`config.mk`:
```
export PLATFORM = sky130hd
export DESIGN_NAME = multicycle_ctrl
export DESIGN_NICKNAME = d
export VERILOG_FILES = /design/src/rtl/mips_ctrl_pkg.sv /design/src/rtl/ctrl_word_rom.sv /design/src/rtl/multicycle_ctrl.sv
export SDC_FILE = /design/constraint.sdc
export NUM_CORES = 1
export LEC_CHECK = 0
export ABC_AREA = 1
export CAP_MARGIN = 10
export CORE_MARGIN = 2
export CORE_UTILIZATION = 41
export CTS_CLUSTER_SIZE = 14
export DETAILED_ROUTE_END_ITERATION = 7
export GPL_ROUTABILITY_DRIVEN = 0
export HOLD_SLACK_MARGIN = 0.06
export PLACE_DENSITY = 0.93
export SLEW_MARGIN = 20
export SYNTH_ARGS = -nofsm -noshare
export SYNTH_HDL_FRONTEND = slang
export SYNTH_SLANG_ARGS = --single-unit
```
`constraint.sdc`:
```
create_clock -name clk -period 1.93 [get_ports clk]
set_input_delay 0.2895 -clock clk [delete_from_list [all_inputs] [get_ports clk]]
set_output_delay 0.2895 -clock clk [all_outputs]
set_load 0.03 [all_outputs]
```
`src/rtl/mips_ctrl_pkg.sv`:
```
// Shared encodings for the multicycle MIPS-subset controller: FSM states,
// datapath mux codes and the packed control word produced per state.
package mips_ctrl_pkg;

    localparam int unsigned ST_W = 4;

    typedef enum logic [ST_W-1:0] {
        S_FETCH     = 4'd0,
        S_DECODE    = 4'd1,
        S_RTEX      = 4'd2,
        S_RTWB      = 4'd3,
        S_IMMEX_ADD = 4'd4,
        S_IMMEX_AND = 4'd5,
        S_IWB       = 4'd6,
        S_MEMADR    = 4'd7,
        S_MEMRD     = 4'd8,
        S_MEMWB     = 4'd9,
        S_MEMWR     = 4'd10,
        S_BRANCH    = 4'd11,
        S_JUMP      = 4'd12,
        S_JAL       = 4'd13,
        S_JR        = 4'd14,
        S_TRAP      = 4'd15
    } state_e;

    localparam logic [1:0] ALUOP_ADD   = 2'b00;
    localparam logic [1:0] ALUOP_SUB   = 2'b01;
    localparam logic [1:0] ALUOP_FUNCT = 2'b10;
    localparam logic [1:0] ALUOP_AND   = 2'b11;

    localparam logic [1:0] SRCB_B      = 2'b00;
    localparam logic [1:0] SRCB_FOUR   = 2'b01;
    localparam logic [1:0] SRCB_IMM    = 2'b10;
    localparam logic [1:0] SRCB_IMM_SH = 2'b11;

    localparam logic [1:0] PCSRC_ALU    = 2'b00;
    localparam logic [1:0] PCSRC_ALUOUT = 2'b01;
    localparam logic [1:0] PCSRC_JUMP   = 2'b10;
    localparam logic [1:0] PCSRC_A      = 2'b11;

    localparam logic [1:0] REGDST_RT = 2'b00;
    localparam logic [1:0] REGDST_RD = 2'b01;
    localparam logic [1:0] REGDST_RA = 2'b10;

    localparam logic [1:0] M2R_ALUOUT = 2'b00;
    localparam logic [1:0] M2R_MDR    = 2'b01;
    localparam logic [1:0] M2R_PC     = 2'b10;

    // pc_write/ir_write/done are qualified by mem_ready when mem_wait is set;
    // branch requests a pc_write conditioned on the zero flag.
    typedef struct packed {
        logic       pc_write;
        logic       branch;
        logic       iord;
        logic       mem_read;
        logic       mem_write;
        logic       ir_write;
        logic       reg_write;
        logic [1:0] reg_dst;
        logic [1:0] mem_to_reg;
        logic       alu_src_a;
        logic [1:0] alu_src_b;
        logic [1:0] alu_op;
        logic [1:0] pc_src;
        logic       done;
        logic       mem_wait;
    } ctrl_word_t;

    function automatic ctrl_word_t cw_idle();
        ctrl_word_t cw;
        cw = '0;
        return cw;
    endfunction

endpackage

```
`src/rtl/ctrl_word_rom.sv`:
```
// Purely combinational state -> control word table for the multicycle controller.
module ctrl_word_rom
    import mips_ctrl_pkg::*;
(
    input  logic [ST_W-1:0] state_i,
    output ctrl_word_t      cw_o
);

    // Per-state control word lookup; unlisted fields stay at zero.
    always_comb begin
        cw_o = cw_idle();
        case (state_i)
            S_FETCH: begin
                cw_o.mem_read  = 1'b1;
                cw_o.ir_write  = 1'b1;
                cw_o.pc_write  = 1'b1;
                cw_o.mem_wait  = 1'b1;
                cw_o.alu_src_b = SRCB_FOUR;
                cw_o.alu_op    = ALUOP_ADD;
                cw_o.pc_src    = PCSRC_ALU;
            end
            S_DECODE: begin
                cw_o.alu_src_b = SRCB_IMM_SH;
            end
            S_RTEX: begin
                cw_o.alu_src_a = 1'b1;
                cw_o.alu_src_b = SRCB_B;
                cw_o.alu_op    = ALUOP_FUNCT;
            end
            S_RTWB: begin
                cw_o.reg_write  = 1'b1;
                cw_o.reg_dst    = REGDST_RD;
                cw_o.mem_to_reg = M2R_ALUOUT;
                cw_o.done       = 1'b1;
            end
            S_IMMEX_ADD, S_MEMADR: begin
                cw_o.alu_src_a = 1'b1;
                cw_o.alu_src_b = SRCB_IMM;
            end
            S_IMMEX_AND: begin
                cw_o.alu_src_a = 1'b1;
                cw_o.alu_src_b = SRCB_IMM;
                cw_o.alu_op    = ALUOP_AND;
            end
            S_IWB: begin
                cw_o.reg_write  = 1'b1;
                cw_o.reg_dst    = REGDST_RT;
                cw_o.mem_to_reg = M2R_ALUOUT;
                cw_o.done       = 1'b1;
            end
            S_MEMRD: begin
                cw_o.mem_read = 1'b1;
                cw_o.iord     = 1'b1;
                cw_o.mem_wait = 1'b1;
            end
            S_MEMWB: begin
                cw_o.reg_write  = 1'b1;
                cw_o.reg_dst    = REGDST_RT;
                cw_o.mem_to_reg = M2R_MDR;
                cw_o.done       = 1'b1;
            end
            S_MEMWR: begin
                cw_o.mem_write = 1'b1;
                cw_o.iord      = 1'b1;
                cw_o.done      = 1'b1;
                cw_o.mem_wait  = 1'b1;
            end
            S_BRANCH: begin
                cw_o.alu_src_a = 1'b1;
                cw_o.alu_src_b = SRCB_B;
                cw_o.alu_op    = ALUOP_SUB;
                cw_o.pc_src    = PCSRC_ALUOUT;
                cw_o.branch    = 1'b1;
                cw_o.done      = 1'b1;
            end
            S_JUMP: begin
                cw_o.pc_src   = PCSRC_JUMP;
                cw_o.pc_write = 1'b1;
                cw_o.done     = 1'b1;
            end
            S_JAL: begin
                cw_o.pc_src     = PCSRC_JUMP;
                cw_o.pc_write   = 1'b1;
                cw_o.reg_write  = 1'b1;
                cw_o.reg_dst    = REGDST_RA;
                cw_o.mem_to_reg = M2R_PC;
                cw_o.done       = 1'b1;
            end
            S_JR: begin
                cw_o.pc_src   = PCSRC_A;
                cw_o.pc_write = 1'b1;
                cw_o.done     = 1'b1;
            end
            S_TRAP: begin
                cw_o = cw_idle();
            end
            default: begin
                cw_o = cw_idle();
            end
        endcase
    end

endmodule

```
`src/rtl/multicycle_ctrl.sv`:
```
// Multicycle MIPS-subset main controller. Define MC_ILLEGAL_TRAP_EN to send
// unrecognised opcodes to an absorbing TRAP state; otherwise they retire as NOPs.
module multicycle_ctrl
    import mips_ctrl_pkg::*;
#(
    parameter int unsigned STATE_W = 4,
    parameter int unsigned ALUOP_W = 2
) (
    input  logic               clk,
    input  logic               rst_n,
    input  logic               rt,
    input  logic               addi,
    input  logic               andi,
    input  logic               lw,
    input  logic               sw,
    input  logic               j,
    input  logic               jal,
    input  logic               jr,
    input  logic               beq,
    input  logic               bne,
    input  logic               zero,
    input  logic               mem_ready,
    output logic               pc_write,
    output logic               iord,
    output logic               mem_read,
    output logic               mem_write,
    output logic               ir_write,
    output logic               reg_write,
    output logic [1:0]         reg_dst,
    output logic [1:0]         mem_to_reg,
    output logic               alu_src_a,
    output logic [1:0]         alu_src_b,
    output logic [ALUOP_W-1:0] alu_op,
    output logic [1:0]         pc_src,
    output logic               instr_done,
    output logic               illegal
);

    logic [STATE_W-1:0] state_q, state_d;
    logic               is_bne_q, is_bne_d;
    logic               illegal_q, illegal_d;
    ctrl_word_t         cw_s;
    logic               any_class_s;
    logic               ready_gate_s;
    logic               branch_take_s;
    logic               nop_done_s;

    ctrl_word_rom u_rom (
        .state_i (state_q),
        .cw_o    (cw_s)
    );

    assign any_class_s = rt | addi | andi | lw | sw | j | jal | jr | beq | bne;

    // Next-state, branch-sense latch and sticky illegal flag.
    always_comb begin
        state_d  = state_q;
        is_bne_d = is_bne_q;
        case (state_q)
            S_FETCH: begin
                if (mem_ready) begin
                    state_d = S_DECODE;
                end else begin
                    state_d = S_FETCH;
                end
            end
            S_DECODE: begin
                is_bne_d = bne;
                if (rt) begin
                    state_d = S_RTEX;
                end else if (addi) begin
                    state_d = S_IMMEX_ADD;
                end else if (andi) begin
                    state_d = S_IMMEX_AND;
                end else if (lw | sw) begin
                    state_d = S_MEMADR;
                end else if (j) begin
                    state_d = S_JUMP;
                end else if (jal) begin
                    state_d = S_JAL;
                end else if (jr) begin
                    state_d = S_JR;
                end else if (beq | bne) begin
                    state_d = S_BRANCH;
                end else begin
`ifdef MC_ILLEGAL_TRAP_EN
                    state_d = S_TRAP;
`else
                    state_d = S_FETCH;
`endif
                end
            end
            S_RTEX:                   state_d = S_RTWB;
            S_IMMEX_ADD, S_IMMEX_AND: state_d = S_IWB;
            S_MEMADR: begin
                if (lw) begin
                    state_d = S_MEMRD;
                end else begin
                    state_d = S_MEMWR;
                end
            end
            S_MEMRD: begin
                if (mem_ready) begin
                    state_d = S_MEMWB;
                end else begin
                    state_d = S_MEMRD;
                end
            end
            S_MEMWR: begin
                if (mem_ready) begin
                    state_d = S_FETCH;
                end else begin
                    state_d = S_MEMWR;
                end
            end
`ifdef MC_ILLEGAL_TRAP_EN
            S_TRAP:                   state_d = S_TRAP;
`endif
            default:                  state_d = S_FETCH;
        endcase
`ifdef MC_ILLEGAL_TRAP_EN
        illegal_d = illegal_q | (state_d == S_TRAP);
`else
        illegal_d = 1'b0;
`endif
    end

    // State and latch registers; reset aborts any instruction in flight.
    always_ff @(posedge clk or negedge rst_n) begin
        if (!rst_n) begin
            state_q   <= S_FETCH;
            is_bne_q  <= 1'b0;
            illegal_q <= 1'b0;
        end else begin
            state_q   <= state_d;
            is_bne_q  <= is_bne_d;
            illegal_q <= illegal_d;
        end
    end

    assign ready_gate_s  = ~cw_s.mem_wait | mem_ready;
    assign branch_take_s = is_bne_q ? ~zero : zero;
`ifdef MC_ILLEGAL_TRAP_EN
    assign nop_done_s    = 1'b0;
`else
    assign nop_done_s    = (state_q == S_DECODE) & ~any_class_s;
`endif

    // Output drive: rst_n forces everything low without waiting for a clock.
    always_comb begin
        pc_write   = 1'b0;
        iord       = 1'b0;
        mem_read   = 1'b0;
        mem_write  = 1'b0;
        ir_write   = 1'b0;
        reg_write  = 1'b0;
        reg_dst    = 2'b00;
        mem_to_reg = 2'b00;
        alu_src_a  = 1'b0;
        alu_src_b  = 2'b00;
        alu_op     = '0;
        pc_src     = 2'b00;
        instr_done = 1'b0;
        illegal    = 1'b0;
        if (rst_n) begin
            pc_write   = (cw_s.pc_write & ready_gate_s) | (cw_s.branch & branch_take_s);
            iord       = cw_s.iord;
            mem_read   = cw_s.mem_read;
            mem_write  = cw_s.mem_write;
            ir_write   = cw_s.ir_write & ready_gate_s;
            reg_write  = cw_s.reg_write;
            reg_dst    = cw_s.reg_dst;
            mem_to_reg = cw_s.mem_to_reg;
            alu_src_a  = cw_s.alu_src_a;
            alu_src_b  = cw_s.alu_src_b;
            alu_op     = ALUOP_W'(cw_s.alu_op);
            pc_src     = cw_s.pc_src;
            instr_done = (cw_s.done & ready_gate_s) | nop_done_s;
            illegal    = illegal_q;
        end else begin
            illegal    = 1'b0;
        end
    end

endmodule

```
# Word level (Yosys, flattened, before mapping)
# Cells that the tools add are included.
dict set report word_totals {
  in_bits 14
  regBits 5
  out_inout_bits 19
}
dict set report op_classes {
  muxes 40
  n_bitwise 22
  n_reduce_logical 10
  n_eq_ne 14
}
# operator count
set ops {}
lappend ops {{$mux W4} 9}
lappend ops {{$eq A4 B4 Y1 const B} 7}
lappend ops {{$pmux W4 S7} 1}
lappend ops {{$mux W1} 20}
lappend ops {{$pmux W5 S4} 1}
lappend ops {{$pmux W2 S3} 3}
lappend ops {{$eq A4 B3 Y1 const B} 4}
lappend ops {{$or A1 B1 Y1} 14}
lappend ops {{$mux W2} 6}
lappend ops {{$eq A4 B2 Y1 const B} 2}
lappend ops {{$reduce_or A2 Y1} 4}
lappend ops {{$reduce_or A8 Y1} 1}
lappend ops {{$reduce_or A3 Y1} 2}
lappend ops {{$and A1 B1 Y1} 5}
lappend ops {{$reduce_or A5 Y1} 1}
lappend ops {{$eq A4 B1 Y1 const B} 1}
lappend ops {{$logic_not A4 Y1} 1}
lappend ops {{$reduce_or A4 Y1} 1}
lappend ops {{$not A1 Y1} 3}

# Depth between registers and ports, before layout
dict set report depth {
  depth_word 13
  ltp_mapped 8
}

# By module
# Synthesis repeated with hierarchy kept, for this count alone.
dict set report hier_totals {
  hier_cells 159
  area_unflattened_um2 784.5
}
# mod cells_each instances area_per_inst_um2 seq_area_each_um2
set by_module_without_submodules {}
lappend by_module_without_submodules {multicycle_ctrl 106 1 558.0 125.1}
lappend by_module_without_submodules {ctrl_word_rom 53 1 226.5 0.0}

# Worst setup path after synthesis
# No wires, ideal clock.
dict set report synth_path {
  path_kind {reg-to-output}
  from {reg state_q[1]}
  to {out ir_write}
  path_buffers 0
  arrival_time_ps 1415
  required_ps 1640
  stages_incl_launch_ff 4
  path_slack_ps 225
  path_cell_list {dfrtp_1 nor2_1 nand3_1 nor3_1}
}
dict set report synth_between {
  elab_chain_len 7
}
# item line
set synth_lines {}
lappend synth_lines {{start, declared} multicycle_ctrl.sv:39} ;# logic [STATE_W-1:0] state_q, state_d;
lappend synth_lines {{start signal, assigned} multicycle_ctrl.sv:135} ;# state_q <= state_d;
lappend synth_lines {{$eq A4 B4 Y1 / $logic_not A4 Y1 (equally long branches)} ctrl_word_rom.sv:12} ;# case (state_i)
lappend synth_lines {{$reduce_or A3 Y1 (no source line)} n/a}
lappend synth_lines {{$mux W1} ctrl_word_rom.sv:12}
lappend synth_lines {{$not A1 Y1} multicycle_ctrl.sv:141} ;# assign ready_gate_s = ~cw_s.mem_wait | mem_ready;
lappend synth_lines {{$or A1 B1 Y1} multicycle_ctrl.sv:141}
lappend synth_lines {{$and A1 B1 Y1 *} multicycle_ctrl.sv:170} ;# ir_write = cw_s.ir_write & ready_gate_s;
lappend synth_lines {{$mux W1 *} multicycle_ctrl.sv:165} ;# if (rst_n) begin
lappend synth_lines {{end, declared} multicycle_ctrl.sv:27} ;# output logic ir_write,
# Mark *: on every way between the ends. The rest lies on a longest branch, timed or not.

# Worst setup path after layout
dict set report layout_path {
  from {in rst_n}
  to {out reg_dst[0]}
}
dict set report layout_between {
  elab_chain_len 1
}
# item line
set layout_lines {}
lappend layout_lines {{start, declared} multicycle_ctrl.sv:10} ;# input logic rst_n,
lappend layout_lines {{$mux W2} multicycle_ctrl.sv:165}
lappend layout_lines {{end, declared} multicycle_ctrl.sv:29} ;# output logic [1:0] reg_dst,
# No other way between the ends.

==> flow_summary.json <==
{
  "layout.cells.non_filler": 169,
  "vias": 853,
  "cts.reportedPaths.clkPinSlew_ns": 0.05,
  "cp_max_fo": 7,
  "min_period_ns": 1.87,
  "power.share.switching_pct": 55.0,
  "final-hold-violation-count": 0,
  "insertion_delay_ns": 0.25,
  "die_h_um": 43.0,
  "min_path_type": "in2async",
  "seq_area_frac_synth_pct": 20.1,
  "io_pins": 33,
  "via_per_inst": 5.05,
  "finalSetupViolations": 0,
  "power_density_nw_per_um2": 1180,
  "critical_path_class": "in2out",
  "finalNetCount": 168,
  "yosys_warnings": 0,
  "initial_core_util_pct": 42.3,
  "layout_commonest_cell": "nand2_1",
  "core_area_um2": 1470,
  "r2r_slack_ns": 0.68,
  "syn_inst": 116,
  "switchingPower_mw": 0.631,
  "vdd_drop_max_mv": 0.578,
  "p_leak_nw": 0.507,
  "dp_cells": 161,
  "power_frac_seq_pct": 18.1,
  "clock_power_share_pct": 11.0,
  "reg2reg_to": "state_q[0]",
  "syn_to_final_growth_pct": 56.2,
  "crit_required_ns": 1.64,
  "dp_hpwl_mm": 1.46,
  "grt_overflow": 0,
  "antenna_cells": 0,
  "numClockSinks": 5,
  "cts.path.max_buffers": 2,
  "avgSynthCellArea_um2": 5.37,
  "internal-power_mw": 0.516,
  "drtIter0Drc": 14,
  "cts_root_buf": "clkbuf_4",
  "critical_path.startpoint_type": "input pin",
  "dieArea_um2": 1850,
  "end_kind": "output pin",
  "ff2ff_path_depth": 8,
  "ys_ff_latch": 5,
  "max_freq_mhz": 536,
  "drc": 0,
  "pwr-share-comb_pct": 70.9,
  "grt_pass1_wl_mm": 2.82,
  "arrival_ns": 1.58,
  "synth_nets": 130,
  "die-width_um": 43.0,
  "hold_ws_ns": 0.405,
  "cts_buffers": 3,
  "r2r-start": "state_q[2]",
  "tritoncts": "done",
  "grt_pass1_vias": 699,
  "run_status": "complete, no violations",
  "drt_pre_antenna_iters": 4,
  "max_cap_viol_count": 0,
  "final_cell_mix": "29 x nand2_1, 25 x nor2_1, 22 x buf_4, 13 x clkdlybuf4s50_1, 12 x inv_1",
  "grt_usage_pct": 19.8,
  "synth_cell_types": 22,
  "pre_cts_slack_ns": 0.130,
  "drv_slew": 0,
  "port_buffers": 31,
  "fp-row-count": 14,
  "synthesis.area_um2": 623,
  "ant_nets": 0,
  "finalCritPeriodShare_pct": 96.7,
  "wl_per_cell_um": 10.6,
  "fin_ws_ns": 0.0631,
  "drt_wl_total_mm": 1.79,
  "finalPower_mw": 1.15,
  "antenna_found_initial": 0,
  "fin_skew_ns": 0.00488,
  "h-tree-depth": 1,
  "final_util_pct": 66.2,
  "drive_gt1_share_pct": 26.8,
  "grt_max_degree": 16
}
[logic make-up after synthesis]
group	synth area share [%]
DFF	20.1
and+or+nand+nor	53.4
other	0.602
buffers and inverters	13.9
AOI/OAI and AO/OA	12.0
[repair_timing]
action,CTS,global route
setup buffers,0,4
gates resized for setup,0,3
hold buffers,0,0
setup endpoints to repair,0,3
[power groups by stage]
| stage | clock network (mW) | logic (mW) | registers, mW |
|---|---|---|---|
| finish | 0.126 | 0.814 | 0.207 |
| CTS | 0.126 | 0.773 | 0.201 |
| floorplan | 0 | 0.546 | 0.194 |
| detailed placement | 0 | 0.770 | 0.203 |
| global route | 0.135 | 0.893 | 0.214 |
| global placement | 0 | 0.757 | 0.200 |
[synth_stat cells (all sizes together)]
library cell  instances  share of area (%)
nand3                 7                6.4
nor3b                 1                1.2
a31oi                 2                2.0
o21a                  1                1.2
o2111ai               1                1.4
nand4                 1                1.0
o21ai                 4                3.2
dfrtp                 5                 20
conb                  1               0.60
nand2                33                 21
o22ai                 1                1.0
inv                  18                 11
nor2                 28                 18
a21oi                 4                3.2
buf                   3                3.0
nor3                  6                4.8
[through the flow]
stage	cell area (µm²)	setup TNS (ns)
6_report	973	0
5_1_grt	973	-0.0176
4_1_cts	925	0
3_5_place_dp	897	0
3_3_place_gp	897	0
2_1_floorplan	623	0
[worst max path at each step]
stage | slack, ns | end | startpoint | cells past startpoint
floorplan | 0.23 | ir_write | state_q[1] | 3
global placement | 0.17 | instr_done | rst_n | 6
detailed placement | 0.13 | instr_done | rst_n | 6
CTS | 0.11 | pc_write | state_q[1] | 7
global route | -0.01 | instr_done | state_q[1] | 7
finish | 0.06 | reg_dst[0] | rst_n | 5
[worst max-delay path, cell delays in order]
cell,delay (ns)
clkdlybuf4s50_1,0.52
clkinvlp_4,0.18
buf_12,0.17
nor3_1,0.22
buf_4,0.20
[state kept, by name, summed over array words and instances (netlist names)]
name / cells
state_q: 4
is_bne_q: 1
[metal layers]
layer	track usage [%]	vias up	wire length, µm
met1	23.2	364	712
met5	0	-	0
met3	3.83	3	175
met2	35.2	42	882
met4	7.27	0	19
li1	-	444	-
[layout make-up]
class,count,area (µm²)
fill,159,498
multi-input combinational,90,414
timing repair buffer,36,315
sequential,5,125
inverter,18,71.3
clock buffer,3,22.5
tap,16,20.0
clock inverter,1,5.00
No activity file was read; power rests on OpenSTA's default activity.
